File: config.mk
export PLATFORM = sky130hd
export DESIGN_NAME = wb_port_arbiter_flat
export DESIGN_NICKNAME = d
export VERILOG_FILES = /design/src/rtl/wb_port_arbiter_if.sv /design/src/rtl/wb_port_arbiter.sv /design/src/flat_wrapper.sv
export SDC_FILE = /design/constraint.sdc
export NUM_CORES = 1
export LEC_CHECK = 0
export BUFFER_PORTS_ARGS = -buffer_cell sky130_fd_sc_hd__buf_2
export CORE_ASPECT_RATIO = 1.2
export CORE_MARGIN = 2
export CORE_UTILIZATION = 42
export DETAILED_ROUTE_END_ITERATION = 12
export GPL_TIMING_DRIVEN = 0
export PLACE_DENSITY_LB_ADDON = 0.25
export REMOVE_ABC_BUFFERS = 1
export SLEW_MARGIN = 20
export SYNTH_ARGS = -nofsm -noshare
export SYNTH_HDL_FRONTEND = slang
export SYNTH_SLANG_ARGS = --single-unit
File: constraint.sdc
create_clock -name clk -period 8.6 [get_ports clk]
set_input_delay 0.43 -clock clk [delete_from_list [all_inputs] [get_ports clk]]
set_output_delay 0.43 -clock clk [all_outputs]
set_load 0.1 [all_outputs]
File: src/rtl/wb_port_arbiter_if.sv
// Register-file write-port bundle: pipeline writeback, long-latency result handshake,
// the shared write port, and the forwarding lookup into deferred results.
interface wb_port_arbiter_if #(
    parameter int DEPTH  = 2,
    parameter int DATA_W = 32,
    parameter int IDX_W  = 5
);
    logic                         wb_en;
    logic [IDX_W-1:0]             wb_addr;
    logic [DATA_W-1:0]            wb_data;
    logic                         lu_valid;
    logic [IDX_W-1:0]             lu_addr;
    logic [DATA_W-1:0]            lu_data;
    logic                         lu_ready;
    logic [IDX_W-1:0]             wa3;
    logic [DATA_W-1:0]            wd3;
    logic                         write_enable;
    logic [IDX_W-1:0]             q_idx;
    logic                         q_hit;
    logic [DATA_W-1:0]            q_data;
    logic [$clog2(DEPTH+1)-1:0]   pending;

    modport master (
        output wb_en, wb_addr, wb_data, lu_valid, lu_addr, lu_data, q_idx,
        input  lu_ready, wa3, wd3, write_enable, q_hit, q_data, pending
    );

    modport slave (
        input  wb_en, wb_addr, wb_data, lu_valid, lu_addr, lu_data, q_idx,
        output lu_ready, wa3, wd3, write_enable, q_hit, q_data, pending
    );
endinterface

File: src/rtl/wb_port_arbiter.sv
// Arbitrates the register-file write port between pipeline writeback (always wins) and
// a deferred-result FIFO fed by a long-latency unit; dead entries are popped silently.
module wb_port_arbiter #(
    parameter int DEPTH  = 2,
    parameter int DATA_W = 32,
    parameter int IDX_W  = 5
) (
    input  logic              clk,
    input  logic              reset,
    wb_port_arbiter_if.slave  bus
);
    localparam int PTR_W = (DEPTH > 1) ? $clog2(DEPTH) : 1;
    localparam int CNT_W = $clog2(DEPTH + 1);
    localparam logic [CNT_W-1:0] FULL_CNT = CNT_W'(DEPTH);

    logic [PTR_W-1:0]  head_q, head_d, tail_q, tail_d;
    logic [CNT_W-1:0]  cnt_q, cnt_d;
    logic [DEPTH-1:0]  live_q, live_d;
    logic [IDX_W-1:0]  addr_q [DEPTH];
    logic [IDX_W-1:0]  addr_d [DEPTH];
    logic [DATA_W-1:0] data_q [DEPTH];
    logic [DATA_W-1:0] data_d [DEPTH];

    logic              wb_win, fifo_empty, lu_ready_w, xfer, pop, bypass, push;
    logic              we_w, hit_w;
    logic [IDX_W-1:0]  wa3_w;
    logic [DATA_W-1:0] wd3_w, qd_w;

    always_comb begin
        wb_win     = !reset && bus.wb_en && (bus.wb_addr != '0);
        fifo_empty = (cnt_q == '0);
        lu_ready_w = !reset && (cnt_q < FULL_CNT);
        xfer       = bus.lu_valid && lu_ready_w;
        pop        = !reset && !wb_win && !fifo_empty;
        bypass     = !reset && !wb_win && fifo_empty && xfer && (bus.lu_addr != '0);
        push       = xfer && !bypass;

        we_w  = 1'b0;
        wa3_w = '0;
        wd3_w = '0;
        if (wb_win) begin
            we_w  = 1'b1;
            wa3_w = bus.wb_addr;
            wd3_w = bus.wb_data;
        end else if (pop) begin
            we_w  = live_q[head_q];
            wa3_w = addr_q[head_q];
            wd3_w = data_q[head_q];
        end else if (bypass) begin
            we_w  = 1'b1;
            wa3_w = bus.lu_addr;
            wd3_w = bus.lu_data;
        end
    end

    // Scan oldest to youngest so the youngest live match is the one left standing.
    always_comb begin
        hit_w = 1'b0;
        qd_w  = '0;
        for (int i = 0; i < DEPTH; i++) begin
            if (!reset && (bus.q_idx != '0) && (CNT_W'(i) < cnt_q)
                && live_q[head_q + PTR_W'(i)]
                && (addr_q[head_q + PTR_W'(i)] == bus.q_idx)) begin
                hit_w = 1'b1;
                qd_w  = data_q[head_q + PTR_W'(i)];
            end
        end
    end

    always_comb begin
        head_d = head_q;
        tail_d = tail_q;
        live_d = live_q;
        addr_d = addr_q;
        data_d = data_q;
        if (wb_win) begin
            for (int i = 0; i < DEPTH; i++) begin
                if (addr_q[i] == bus.wb_addr) live_d[i] = 1'b0;
            end
        end
        if (pop) head_d = head_q + PTR_W'(1);
        // A result landing alongside a pipeline write to the same register is already stale.
        if (push) begin
            live_d[tail_q] = (bus.lu_addr != '0) && !(wb_win && (bus.lu_addr == bus.wb_addr));
            addr_d[tail_q] = bus.lu_addr;
            data_d[tail_q] = bus.lu_data;
            tail_d         = tail_q + PTR_W'(1);
        end
        cnt_d = cnt_q + CNT_W'(push) - CNT_W'(pop);
    end

    always_ff @(posedge clk) begin
        if (reset) begin
            head_q <= '0;
            tail_q <= '0;
            cnt_q  <= '0;
            live_q <= '0;
        end else begin
            head_q <= head_d;
            tail_q <= tail_d;
            cnt_q  <= cnt_d;
            live_q <= live_d;
        end
        addr_q <= addr_d;
        data_q <= data_d;
    end

    assign bus.lu_ready     = lu_ready_w;
    assign bus.write_enable = we_w;
    assign bus.wa3          = wa3_w;
    assign bus.wd3          = wd3_w;
    assign bus.q_hit        = hit_w;
    assign bus.q_data       = qd_w;
    assign bus.pending      = cnt_q;
endmodule

File: src/flat_wrapper.sv
// flat-port wrapper written by rule: the top's interface ports become plain ports
module wb_port_arbiter_flat 
#(
    parameter int DEPTH  = 2,
    parameter int DATA_W = 32,
    parameter int IDX_W  = 5
)
  (clk, reset, bus_wb_en, bus_wb_addr, bus_wb_data, bus_lu_valid, bus_lu_addr, bus_lu_data, bus_q_idx, bus_lu_ready, bus_wa3, bus_wd3, bus_write_enable, bus_q_hit, bus_q_data, bus_pending);
  wb_port_arbiter_if #(.DEPTH(DEPTH), .DATA_W(DATA_W), .IDX_W(IDX_W)) bus_i ();
  input  logic clk;
  input  logic reset;
  input wire logic [$bits(bus_i.wb_en)-1:0] bus_wb_en;
  input wire logic [$bits(bus_i.wb_addr)-1:0] bus_wb_addr;
  input wire logic [$bits(bus_i.wb_data)-1:0] bus_wb_data;
  input wire logic [$bits(bus_i.lu_valid)-1:0] bus_lu_valid;
  input wire logic [$bits(bus_i.lu_addr)-1:0] bus_lu_addr;
  input wire logic [$bits(bus_i.lu_data)-1:0] bus_lu_data;
  input wire logic [$bits(bus_i.q_idx)-1:0] bus_q_idx;
  output wire logic [$bits(bus_i.lu_ready)-1:0] bus_lu_ready;
  output wire logic [$bits(bus_i.wa3)-1:0] bus_wa3;
  output wire logic [$bits(bus_i.wd3)-1:0] bus_wd3;
  output wire logic [$bits(bus_i.write_enable)-1:0] bus_write_enable;
  output wire logic [$bits(bus_i.q_hit)-1:0] bus_q_hit;
  output wire logic [$bits(bus_i.q_data)-1:0] bus_q_data;
  output wire logic [$bits(bus_i.pending)-1:0] bus_pending;
  assign bus_i.wb_en = bus_wb_en;
  assign bus_i.wb_addr = bus_wb_addr;
  assign bus_i.wb_data = bus_wb_data;
  assign bus_i.lu_valid = bus_lu_valid;
  assign bus_i.lu_addr = bus_lu_addr;
  assign bus_i.lu_data = bus_lu_data;
  assign bus_i.q_idx = bus_q_idx;
  assign bus_lu_ready = bus_i.lu_ready;
  assign bus_wa3 = bus_i.wa3;
  assign bus_wd3 = bus_i.wd3;
  assign bus_write_enable = bus_i.write_enable;
  assign bus_q_hit = bus_i.q_hit;
  assign bus_q_data = bus_i.q_data;
  assign bus_pending = bus_i.pending;
  wb_port_arbiter #(.DEPTH(DEPTH), .DATA_W(DATA_W), .IDX_W(IDX_W)) u_core (.clk(clk), .reset(reset), .bus(bus_i));
endmodule
==> results of run 1 <==
==> state kept, by name, summed over array words and instances (netlist names) <==
register            flops
u_core.data_q          64
u_core.addr_q          10
u_core.bus.pending      2
u_core.live_q           2
u_core.head_q           1
u_core.tail_q           1
==> synth_stat cells, drive strengths merged (3+ instances only) <==
library cell,n
nor2,77
edfxtp,74
a21oi,66
mux2i,44
a22o,32
buf,19
xor2,15
xnor2,13
clkbuf,10
dfxtp,6
nand3,6
nor3,5
o21ai,5
inv,4
nand2,4
a221o,3
==> report_power, final <==
group	internal, mW	total, mW	switching, mW
logic	0.154	0.607	0.454
registers	0.461	0.487	0.0266
clock network	0.283	0.427	0.144
total	0.897	1.52	0.625
==> critical path, cell delays in order (launching register included) <==
cell	delay [ps]
sky130_fd_sc_hd__dfxtp_4	490
sky130_fd_sc_hd__buf_16	300
sky130_fd_sc_hd__mux2i_1	340
sky130_fd_sc_hd__xor2_1	180
sky130_fd_sc_hd__nand4_1	150
sky130_fd_sc_hd__or4b_4	580
sky130_fd_sc_hd__mux2i_4	610
sky130_fd_sc_hd__buf_16	230
sky130_fd_sc_hd__a22o_1	170
sky130_fd_sc_hd__buf_2	430
==> worst min-delay path by stage <==
| stage | startpoint | to | slack, ps |
|---|---|---|---|
| after detailed placement | u_core.live_q[1] | u_core.live_q[1] | 520 |
| after global placement | u_core.live_q[0] | u_core.live_q[0] | 480 |
| after global routing | bus_lu_data[1] | u_core.data_q[33] | 290 |
| after CTS | bus_lu_data[0] | u_core.data_q[32] | 290 |
| after floorplan | u_core.live_q[0] | u_core.live_q[0] | 460 |
| final | bus_lu_data[0] | u_core.data_q[32] | 300 |
==> placed cells by master, fill, tap and decap left out, types with 2 or more instances in the layout <==
cell type / n
sky130_fd_sc_hd__nor4_1: 2
sky130_fd_sc_hd__mux2i_1: 42
sky130_fd_sc_hd__xor2_1: 15
sky130_fd_sc_hd__dfxtp_1: 5
sky130_fd_sc_hd__a221o_1: 3
sky130_fd_sc_hd__nor2_1: 75
sky130_fd_sc_hd__nor3_1: 5
sky130_fd_sc_hd__buf_2: 156
sky130_fd_sc_hd__inv_1: 4
sky130_fd_sc_hd__a22oi_1: 2
sky130_fd_sc_hd__a21oi_1: 66
sky130_fd_sc_hd__nor2_4: 2
sky130_fd_sc_hd__nand2_1: 3
sky130_fd_sc_hd__clkbuf_16: 9
sky130_fd_sc_hd__buf_16: 6
sky130_fd_sc_hd__nand3_1: 6
sky130_fd_sc_hd__xnor2_1: 13
sky130_fd_sc_hd__bufinv_16: 3
sky130_fd_sc_hd__or3_1: 2
sky130_fd_sc_hd__nand4_1: 2
sky130_fd_sc_hd__or4_1: 2
sky130_fd_sc_hd__edfxtp_1: 74
sky130_fd_sc_hd__buf_12: 2
sky130_fd_sc_hd__a22o_1: 32
sky130_fd_sc_hd__mux2_2: 2
sky130_fd_sc_hd__o21ai_0: 4
==> cell type report <==
| class | instances | area, µm² |
|---|---|---|
| flip-flops and latches | 80 | 2350 |
| clock buffers | 10 | 229 |
| clock inverters | 6 | 108 |
| inverters | 4 | 15.0 |
| fillers | 953 | 4610 |
| well taps | 129 | 161 |
| repair buffers | 164 | 986 |
| multi-input cells | 295 | 1960 |
==> metrics by stage <==
stage / area, µm² / setup WS (ps)
2_1_floorplan: 4280 / 997
3_3_place_gp: 5230 / 328
3_5_place_dp: 5470 / 4640
4_1_cts: 5800 / 4270
5_1_grt: 5800 / 4130
6_report: 5800 / 4320
==> cells by family (layout without fill, tap and decap cells) <==
kind of cell,count (synthesis),after routing,share of synthesized area (%)
AOI/OAI and AO/OA,114,114,16.4
and+or+nand+nor,106,106,10.4
DFF,80,80,52.7
muxes,46,46,10.8
buffers and inverters,33,184,3.91
xor gates and xnor gates,28,28,5.52
adders and majority gates,1,1,0.282
==> per-layer routing <==
| metal | global-route usage [%] | vias up | share of wire [%] |
|---|---|---|---|
| met5 | 0 | - | 0 |
| met4 | 6.85 | 0 | 1.3 |
| met3 | 4.25 | 9 | 6.1 |
| met2 | 34.4 | 123 | 50 |
| met1 | 25.2 | 1788 | 43 |
| li1 | - | 1814 | - |
==> results.md, run 1 <==
- The post-CTS resize count is 0.
- The type of destination of the critical path is a primary output.
- The final-report hold violation count is 0.
- The DRC violation count after routing is 0.
- The floorplan core area is 0.0104 mm².
- The number of vias per cell after detailed routing is 5.43.
- Buffers placed on the I/O ports in this run total 156.
- Excluding fillers, the count of instances in the completed layout stands at 688.
- The number of setup violations in the final report is 0.
- The number of top-level pins is 157.
- The number of antenna cells inserted is 0.
- The number of antenna violations at the first check in global routing is 0.
- The post-detailed-route wirelength per cell is 17.1 µm.
- Post-CTS timing repair inserted 0 buffers for setup.
- In this run the worst setup path terminates at bus_q_data[22].
- The die is 117 µm tall.
- The via count of the first global-routing pass is 3587.
- The length in cells of the worst reg-to-reg path is 6.
- Derived from the worst setup path, the maximum achievable clock frequency is 234 MHz.
- By area the synthesized netlist is led by sky130_fd_sc_hd__edfxtp_1 (50%), sky130_fd_sc_hd__mux2i_1 (9.5%), sky130_fd_sc_hd__a21oi_1 (7.4%).
- The worst-case IR drop observed on VDD is 0.156 mV.
- The clock passes through at most 2 buffers.
- The cell area after synthesis is 0.00444 mm².
- For this design the static power due to leakage is 2.35 nW.
- The number of clock buffers inserted by TritonCTS is 9.
- The required time reported for the critical path endpoint is 8170 ps.
- For the worst setup path, the data arrival time is 3850 ps.
- The total power after layout is 1.52 mW.
- The timing startpoint of the critical path is u_core.head_q.
- The kind of start point of the critical path is a flip-flop.
- Along the worst hold path, the cell count comes to 1.
- After the last flow step, the layout net total stands at 638.
- The clock drives 80 sinks.
- The number of iterations in the first detailed-routing pass is 4.
- Of the cells placed in the final design, the portion with a size suffix greater than 1 is 34.3%.
- The setup slack on the worst flop-to-flop path is 6320 ps.
- For the worst-skew pair, the clock arrives at the later sink with an insertion delay of 320 ps.
- After detailed routing, the total wire length is 11800 µm.
- The residual antenna-violating net count after detailed routing is 0.
- The flop and latch count out of synthesis is 80.
- The smallest clock period supported by the final layout is computed as 4280 ps.
- Power spread over the standard cell area amounts to 262 mW/mm².
- Across the run, the number of max-cap violations was 0.
- After technology mapping, the gate count stands at 408.
- The H-tree generated during clock tree synthesis spans 3 levels.
- The number of hold-repair buffers added at the cts stage is 0.
- The worst setup path is of the reg2out kind.
- The average cell area after synthesis is 10.9 µm².
- The worst hold-check slack is 303 ps.
- The area growth from synthesis to final layout is 30.6%.
- The headroom to the max-slew limit is 45.8%.
- Clock-pin slew was measured on the worst setup and hold paths at 60 ps.
- After the first detailed-routing iteration, the DRC count stood at 173.
- Summed over all nets, the half-perimeter wirelength after detailed placement is 7970 µm.
- The number of synthesis warnings is 0.
- Measured on the finished design, the core utilization comes to 55.7%.
- After synthesis, the largest area contributor takes up 50.0% of total cell area.
- The clock root buffer master is sky130_fd_sc_hd__clkbuf_16.
- The area of the die is 0.0114 mm².
- The largest total area in the synthesized netlist belongs to sky130_fd_sc_hd__edfxtp_1.
- In this run, synthesis inferred 74 flip-flops with an integrated enable.
- The number of cells after detailed placement is 672.
- The horizontal extent of the die is 97.9 µm.
- The initial cell density of the core is 42.7%.
- The largest fanout on the critical path is 40.
- In the synthesized netlist the dominant register cell turns out to be sky130_fd_sc_hd__edfxtp_1.
- The path class of the lowest-slack min-delay path is in2reg.
- The number of unique standard cell types used by synthesis is 41.
- The congestion estimate from routability-driven global placement came to 0.802.
- The largest net degree at the start of global routing is 41.
- The startpoint identified for the worst register-to-register timing path is u_core.bus.pending[1].
- The wire length of the first global-routing pass is 17900 µm.
- The via count is 3734.
- The final count of pins violating max slew is 0.
- The sequential-to-total area share from yosys stat is 52.7%.
- Setup repair after global routing left no endpoint under its margin.
- The share of synthesized flip-flops with an asynchronous set or reset is 0%.
- For this run the aggregate overflow at the end of global routing stands at 0.
- The flow ran to the end, and the final reports show no timing, DRC or antenna violations.
- The floorplan has 41 rows.
- Across the routed clock network, the largest skew measured is 6.36 ps.
- The end of the worst register-to-register path is u_core.data_q[35].
- The sum of negative setup slack is 0 ps.
- The CTS tree is yes.
- The period utilization is 49.7%.
- The transition time at the pin with the least slew margin is 813 ps.
- The total global-route track usage is 20.0%.
No activity file was read; power rests on OpenSTA's default activity.
==> run 2, diff against run 1 <==
clock period = 4.2 ns   (was 8.6 ns; I/O delays follow)
==> run 2 against run 1 <==
Effect of this change: cell area increased by 1.1%; die area unchanged; clock power up 100%; power increased by 100%; worst hold slack worse by 220 ps; via count is 0.62% higher; routed wire length up 0.60%; register-to-register slack lost 4400 ps; sequential cell count unchanged; first-iteration DRC count increased by 8.1%; critical path type unchanged.
==> results.md, run 2 (synthesis results as in run 1) <==
- STA classifies the critical path startpoint as a flip-flop.
- The path class of the lowest-slack min-delay path is in2reg.
- The launch point of the worst hold path is bus_lu_data[0].
- The DRC violation count after routing is 0.
- The post-route netlist has 34.9% of its cells at a drive strength greater than 1.
- The post-CTS resize count is 0.
- At the worst endpoint, the required time is 3990 ps.
- The number of hold-repair buffers added at the cts stage is 0.
- Data on the critical path arrives at its endpoint at 3550 ps.
- For this block, the routed nets add up to 11800 µm of wire.
- The H-tree generated during clock tree synthesis spans 3 levels.
- The register with the most flip-flops in the layout has 64 of them.
- Counting along the longest clock path gives a buffer depth of 2.
- The top cell types in the final layout, fill and taps aside, are sky130_fd_sc_hd__buf_2 (156), sky130_fd_sc_hd__nor2_1 (75), sky130_fd_sc_hd__edfxtp_1 (74).
- The floorplan step defined a core boundary enclosing 0.0104 mm².
- The type of destination of the critical path is a primary output.
- At the end of routability-driven placement, the weighted congestion stood at 0.802.
- The number of antenna cells inserted is 0.
- Dividing the detail-routed wire length by the instance count gives 17.1 µm.
- The quantity of I/O buffers inserted on ports is 156.
- The final-report hold violation count is 0.
- The area growth from synthesis to layout is 32.0%.
- The top register by number of flip-flops is u_core.data_q.
- The final count of pins violating max slew is 0.
- The library cell used most frequently in the layout, excluding fill and tap cells, is sky130_fd_sc_hd__buf_2.
- TritonCTS built the clock tree.
- Buffers inserted during clock tree synthesis total 9.
- The number of antenna violations at the first check in global routing is 0.
- The cell type group with the largest total delay on the critical path is multiplexers.
- The worst setup path is of the reg2out kind.
- The horizontal extent of the die is 97.9 µm.
- In the final design database the tool counted 643 nets.
- The via count of the first global-routing pass was 3587.
- The number of setup violations in the final report is 0.
- IR analysis of the VDD net gives a maximum drop of 0.319 mV.
- Pin placement for this block handled 157 I/O pins.
- The largest registers in the layout are u_core.data_q (64), u_core.addr_q (10).
- The combined buffer and inverter count along the critical path is 2.
- Setup repair after global routing left no endpoint under its margin.
- The largest fanout on the critical path is 40.
- The estimated wirelength of the detail-placed design is 7970 µm.
- The highest-delay cell along the critical path is sky130_fd_sc_hd__mux2_2.
- The setup skew after layout is 6.63 ps.
- In this run the static leakage power is 2.39 nW.
- The later pin in the worst-skew pair is clocked with a latency of 320 ps.
- Entering global routing, the biggest net connects 41 pins.
- Measured against its own limit, the worst slew margin works out to 47.1%.
- After detailed routing, the number of vias per cell comes to 5.42.
- The post-CTS setup-driven buffer insertion count is 0.
- The final-layout fill cell count is 948.
- The flow ran to the end, and the final reports show no timing, DRC or antenna violations.
- The clock root buffer master is sky130_fd_sc_hd__clkbuf_16.
- The total global-route track usage is 20.0%.
- The detail route stage leaves a number of antenna-violating nets equal to 0.
- The die covers 0.0114 mm².
- The first detailed-routing pass ran for 6 iterations.
- Derived from the worst setup path, the maximum achievable clock frequency is 266 MHz.
- Clock-pin slew was measured on the worst setup and hold paths at 60 ps.
- Across the run, the number of max-cap violations was 0.
- The critical path starts at u_core.head_q.
- For this block, the initial DRC count from the detailed router was 187.
- The placement row count is 41.
- The initial cell density of the core is 42.7%.
- The via count is 3757.
- The sum of negative setup slack is 0 ps.
- Dividing total power by cell area gives a power density of 532 mW/mm².
- In this run the vertical extent of the chip is 117 µm.
- The shortest period the worst path allows is 3760 ps.
- The wire length of the first global-routing pass is 17900 µm.
- Clock tree synthesis found a total of 80 sinks.
- The highest cell delay on the worst timing path is 820 ps.
- The signal on the critical path passes through buf_16, mux2i_1, xnor2_1, nor4_1, nand3_1, mux2_2, a22o_1, buf_2.
- The worst path uses 89.5% of the clock period.
- The completed layout was analyzed and its total power is 3.12 mW.
- The worst register-to-register path begins at u_core.bus.pending[1].
- At the pin with the least slew margin, the transition time is 794 ps.
- The final global-route overflow total is 0.
run 2: path summary, 6_finish.rpt:
kind / end / slack (ps) / depth (start not counted)
worst max-delay path: bus_q_data[22] / 440 / 8
worst min-delay path: u_core.data_q[32] / 80 / 1
worst min register to register: u_core.live_q[1] / 530 / 2
worst max register to register: u_core.data_q[55] / 1910 / 6
run 2: layer usage:
metal  up-vias  track usage [%]  wire (µm)
li1       1821                -          -
met1      1802             25.2       5100
met2       128             34.4       5940
met3         6             4.25        687
met4         0             6.85         99
met5         -                0          0
run 2: cell type report:
type	instances	area (µm²)	share of cell area, %
well taps	129	161	2.75
clock buffers	10	229	3.90
multi-input cells	295	1960	33.4
inverters	4	15.0	0.256
clock inverters	6	108	1.83
flip-flops and latches	80	2350	40.0
repair buffers	169	1050	17.9
run 2: worst register-to-register path: cells and delay by family (launching register included):
kind / cells / cell delay (ps)
and+or+nand+nor: 5 / 1310
DFF: 1 / 410
buffers and inverters: 1 / 260
run 2: power by group:
part / switching (mW) / internal [mW]
logic: 0.931 / 0.315
clock network: 0.297 / 0.579
registers: 0.0545 / 0.943
total: 1.28 / 1.84
run 2: metrics by stage:
| stage | setup WS (ps) | hold slack (ps) | cells | util [%] | cell area [µm²] |
|---|---|---|---|---|---|
| after floorplan | -2960 | 279 | 379 | - | 4280 |
| after global placement | -3630 | 412 | 664 | 50.2 | 5230 |
| after detailed placement | 463 | 415 | 672 | 52.5 | 5470 |
| after CTS | 94.4 | 68.7 | 688 | 55.7 | 5800 |
| after global routing | 246 | 74.5 | 693 | 56.3 | 5860 |
| final | 441 | 82.6 | 693 | 56.3 | 5860 |
==> run 3, diff against run 2 <==
CORE_UTILIZATION = 50   (was 42)
CTS_CLUSTER_DIAMETER = 80   (was unset)
==> run 3 against run 2 <==
Effect of this change: worst hold slack got worse by 28 ps; sequential power decreased by 0.9%; largest cell class unchanged; highest routed layer unchanged; via count fell by 1.3%.
==> results.md, run 3 (synthesis results as in run 1) <==
- The run finished with clean final reports.
- In this run switching power makes up 43.3% of total power.
- The highest attainable clock frequency is 255 MHz.
- The net switching power figure is 1.26 mW.
- The area growth from synthesis to final layout is 28.3%.
- CTS built an H-tree with a depth of 3.
- The maximum number of buffers from clock root to sink is 2.
- The critical path is of the reg2out type.
- The largest registers in the layout are u_core.data_q (64), u_core.addr_q (10).
- Buffers added to address setup during post-CTS repair amount to 0.
- The floorplan core area is 0.00861 mm².
- The number of cells after detailed placement is 660.
- The share of total power dissipated in sequential elements is 34.0%.
- The transition time at the pin with the least slew margin is 759 ps.
- After clock tree synthesis, the clock-pin slew on the worst setup and hold paths is 80 ps.
- The setup skew after layout is 5.06 ps.
- Measured in cells, the most critical reg-to-reg path has a length of 6.
- The shortest period the worst path allows is 3920 ps.
- Summed over all cells, the static leakage comes to 2.31 nW.
- The die covers 0.00966 mm².
- In this run the critical register-to-register path is captured at u_core.data_q[57].
- The number of top-level pins is 157.
- The path class of the tightest hold or removal check is in2reg.
- The most critical setup path has its startpoint at u_core.head_q.
- The largest net degree at the start of global routing is 46.
- The horizontal extent of the die is 90.1 µm.
- The number of iterations in the first detailed-routing pass is 4.
- The startpoint identified for the worst register-to-register timing path is u_core.bus.pending[1].
- Detailed placement ended at an HPWL of 7890 µm.
- Leaving out fill and tap cells, the most frequent cell in the layout is sky130_fd_sc_hd__buf_2.
- The number of flip-flops under the largest register name is 64.
- In the routed design, unresolved DRC markers number 0.
- The worst voltage drop across the vdd grid is 0.297 mV.
- CTS placed an instance of sky130_fd_sc_hd__clkbuf_8 at the clock tree root.
- The top register by number of flip-flops is u_core.data_q.
- The final global-route overflow total is 0.
- The number of clock buffers inserted by TritonCTS is 9.
- Of the total power, the clock network draws 23.0%.
- 0 antenna diodes ended up in the layout.
- The routed layout has 3708 vias.
- The first global-routing pass estimated 17800 µm of wire.
- The final-report hold violation count is 0.
- The period utilization is 93.3%.
- The type of destination of the critical path is a primary output.
- The violation count after the first detailed-routing iteration is 212.
- In the layout the commonest cells are sky130_fd_sc_hd__buf_2 (156), sky130_fd_sc_hd__nor2_1 (75), sky130_fd_sc_hd__edfxtp_1 (74).
- The number of antenna violations at the first check in global routing is 0.
- Power spread over the standard cell area amounts to 511 mW/mm².
- The net count reported at finish is 638.
- In the final routed layout, each cell accounts on average for 16.9 µm.
- TritonCTS built the clock tree.
- The finished layout holds 676 standard cells, fillers aside.
- The post-CTS resize count is 0.
- The largest fanout on the critical path is 45.
- The final count of pins violating max slew was 0.
- At the end of routability-driven placement, the weighted congestion stood at 0.840.
- For this block, the routed nets add up to 11400 µm of wire.
- Setup repair after global routing left no endpoint under its margin.
- Of the cells placed in the final design, the portion with a size suffix greater than 1 is 34.3%.
- The portion of total power attributed to combinational logic is 43.0%.
- Following the worst setup path forward leads to its endpoint at bus_q_data[28].
- Setup violations remaining at the end of the flow were counted as 0.
- The quantity of I/O buffers inserted on ports is 156.
- The initial cell density of the core is 51.6%.
- The via count of the first global-routing pass is 3614.
- The die is 107 µm tall.
- After detailed routing, the number of vias per cell comes to 5.49.
- Internal power comes to 1.65 mW.
- The sum of negative setup slack is 0 ps.
- The reported max-cap violation count is 0.
- STA puts the critical path data arrival time at 3710 ps.
- The total clock sinks is 80.
- The latest clock arrival within the worst-skew pair is 350 ps.
- The kind of start point of the critical path is a flip-flop.
- The initialized floorplan defines 37 standard-cell rows.
- In this run the tightest slew margin relative to its limit is 49.4%.
- The residual antenna-violating net count after detailed routing is 0.
- In this run the register-to-register setup slack is 1860 ps.
- The total global-route track usage is 23.5%.
- The number of hold-repair buffers added at the cts stage is 0.
- The required time reported for the critical path endpoint is 3990 ps.
run 3: worst min-delay path by stage:
stage	startpoint	endpoint	slack [ps]	cells after the start
after floorplan	reset	u_core.live_q[0]	280	1
after global placement	bus_lu_data[24]	u_core.data_q[24]	410	1
after detailed placement	bus_lu_data[24]	u_core.data_q[24]	420	1
after CTS	bus_lu_data[24]	u_core.data_q[56]	40	1
after global routing	bus_lu_data[8]	u_core.data_q[8]	40	1
final	bus_lu_data[24]	u_core.data_q[56]	50	1
run 3: power by group through the flow:
stage                     logic (mW)  clock network (mW)  registers [mW]
after floorplan                0.896                   0            1.08
after global placement          1.15                   0            1.06
after detailed placement        1.26                   0            1.01
after CTS                       1.26               0.677           0.988
after global routing            1.32               0.709           0.996
final                           1.25               0.670           0.989
run 3: critical path, stage by stage, from the launching register on:
cell	delay, ps
sky130_fd_sc_hd__dfxtp_4	430
sky130_fd_sc_hd__buf_16	300
sky130_fd_sc_hd__mux2i_1	350
sky130_fd_sc_hd__xor2_1	180
sky130_fd_sc_hd__nand4_1	170
sky130_fd_sc_hd__or4b_4	580
sky130_fd_sc_hd__mux2i_4	490
sky130_fd_sc_hd__buf_16	230
sky130_fd_sc_hd__a22o_1	170
sky130_fd_sc_hd__buf_2	430
run 3: through the flow:
stage	utilization (%)	area [µm²]	hold WS [ps]	setup WS (ps)	power (mW)
final	66.2	5700	54.8	281	2.91
after global routing	66.2	5700	41.2	111	3.03
after CTS	66.2	5700	38.5	235	2.92
after detailed placement	63.5	5470	417	656	2.26
after global placement	60.5	5210	411	-3590	2.21
after floorplan	-	4280	279	-2960	1.98
run 3: per-layer routing:
metal	up-vias	part of all wire (%)	GRT usage, %	routed length [µm]
met2	133	52	42.4	5930
li1	1813	-	-	-
met5	-	0	0	0
met1	1754	40	27.1	4590
met4	0	1.1	10.5	121
met3	8	6.6	4.55	750
run 3: layout make-up:
type	count	area, µm²
Inverter	4	15.0
Sequential cell	80	2350
Timing Repair Buffer	164	1000
Multi-Input combinational cell	295	1960
Clock buffer	9	124
Fill cell	694	2910
Clock inverter	7	110
Tap cell	117	146
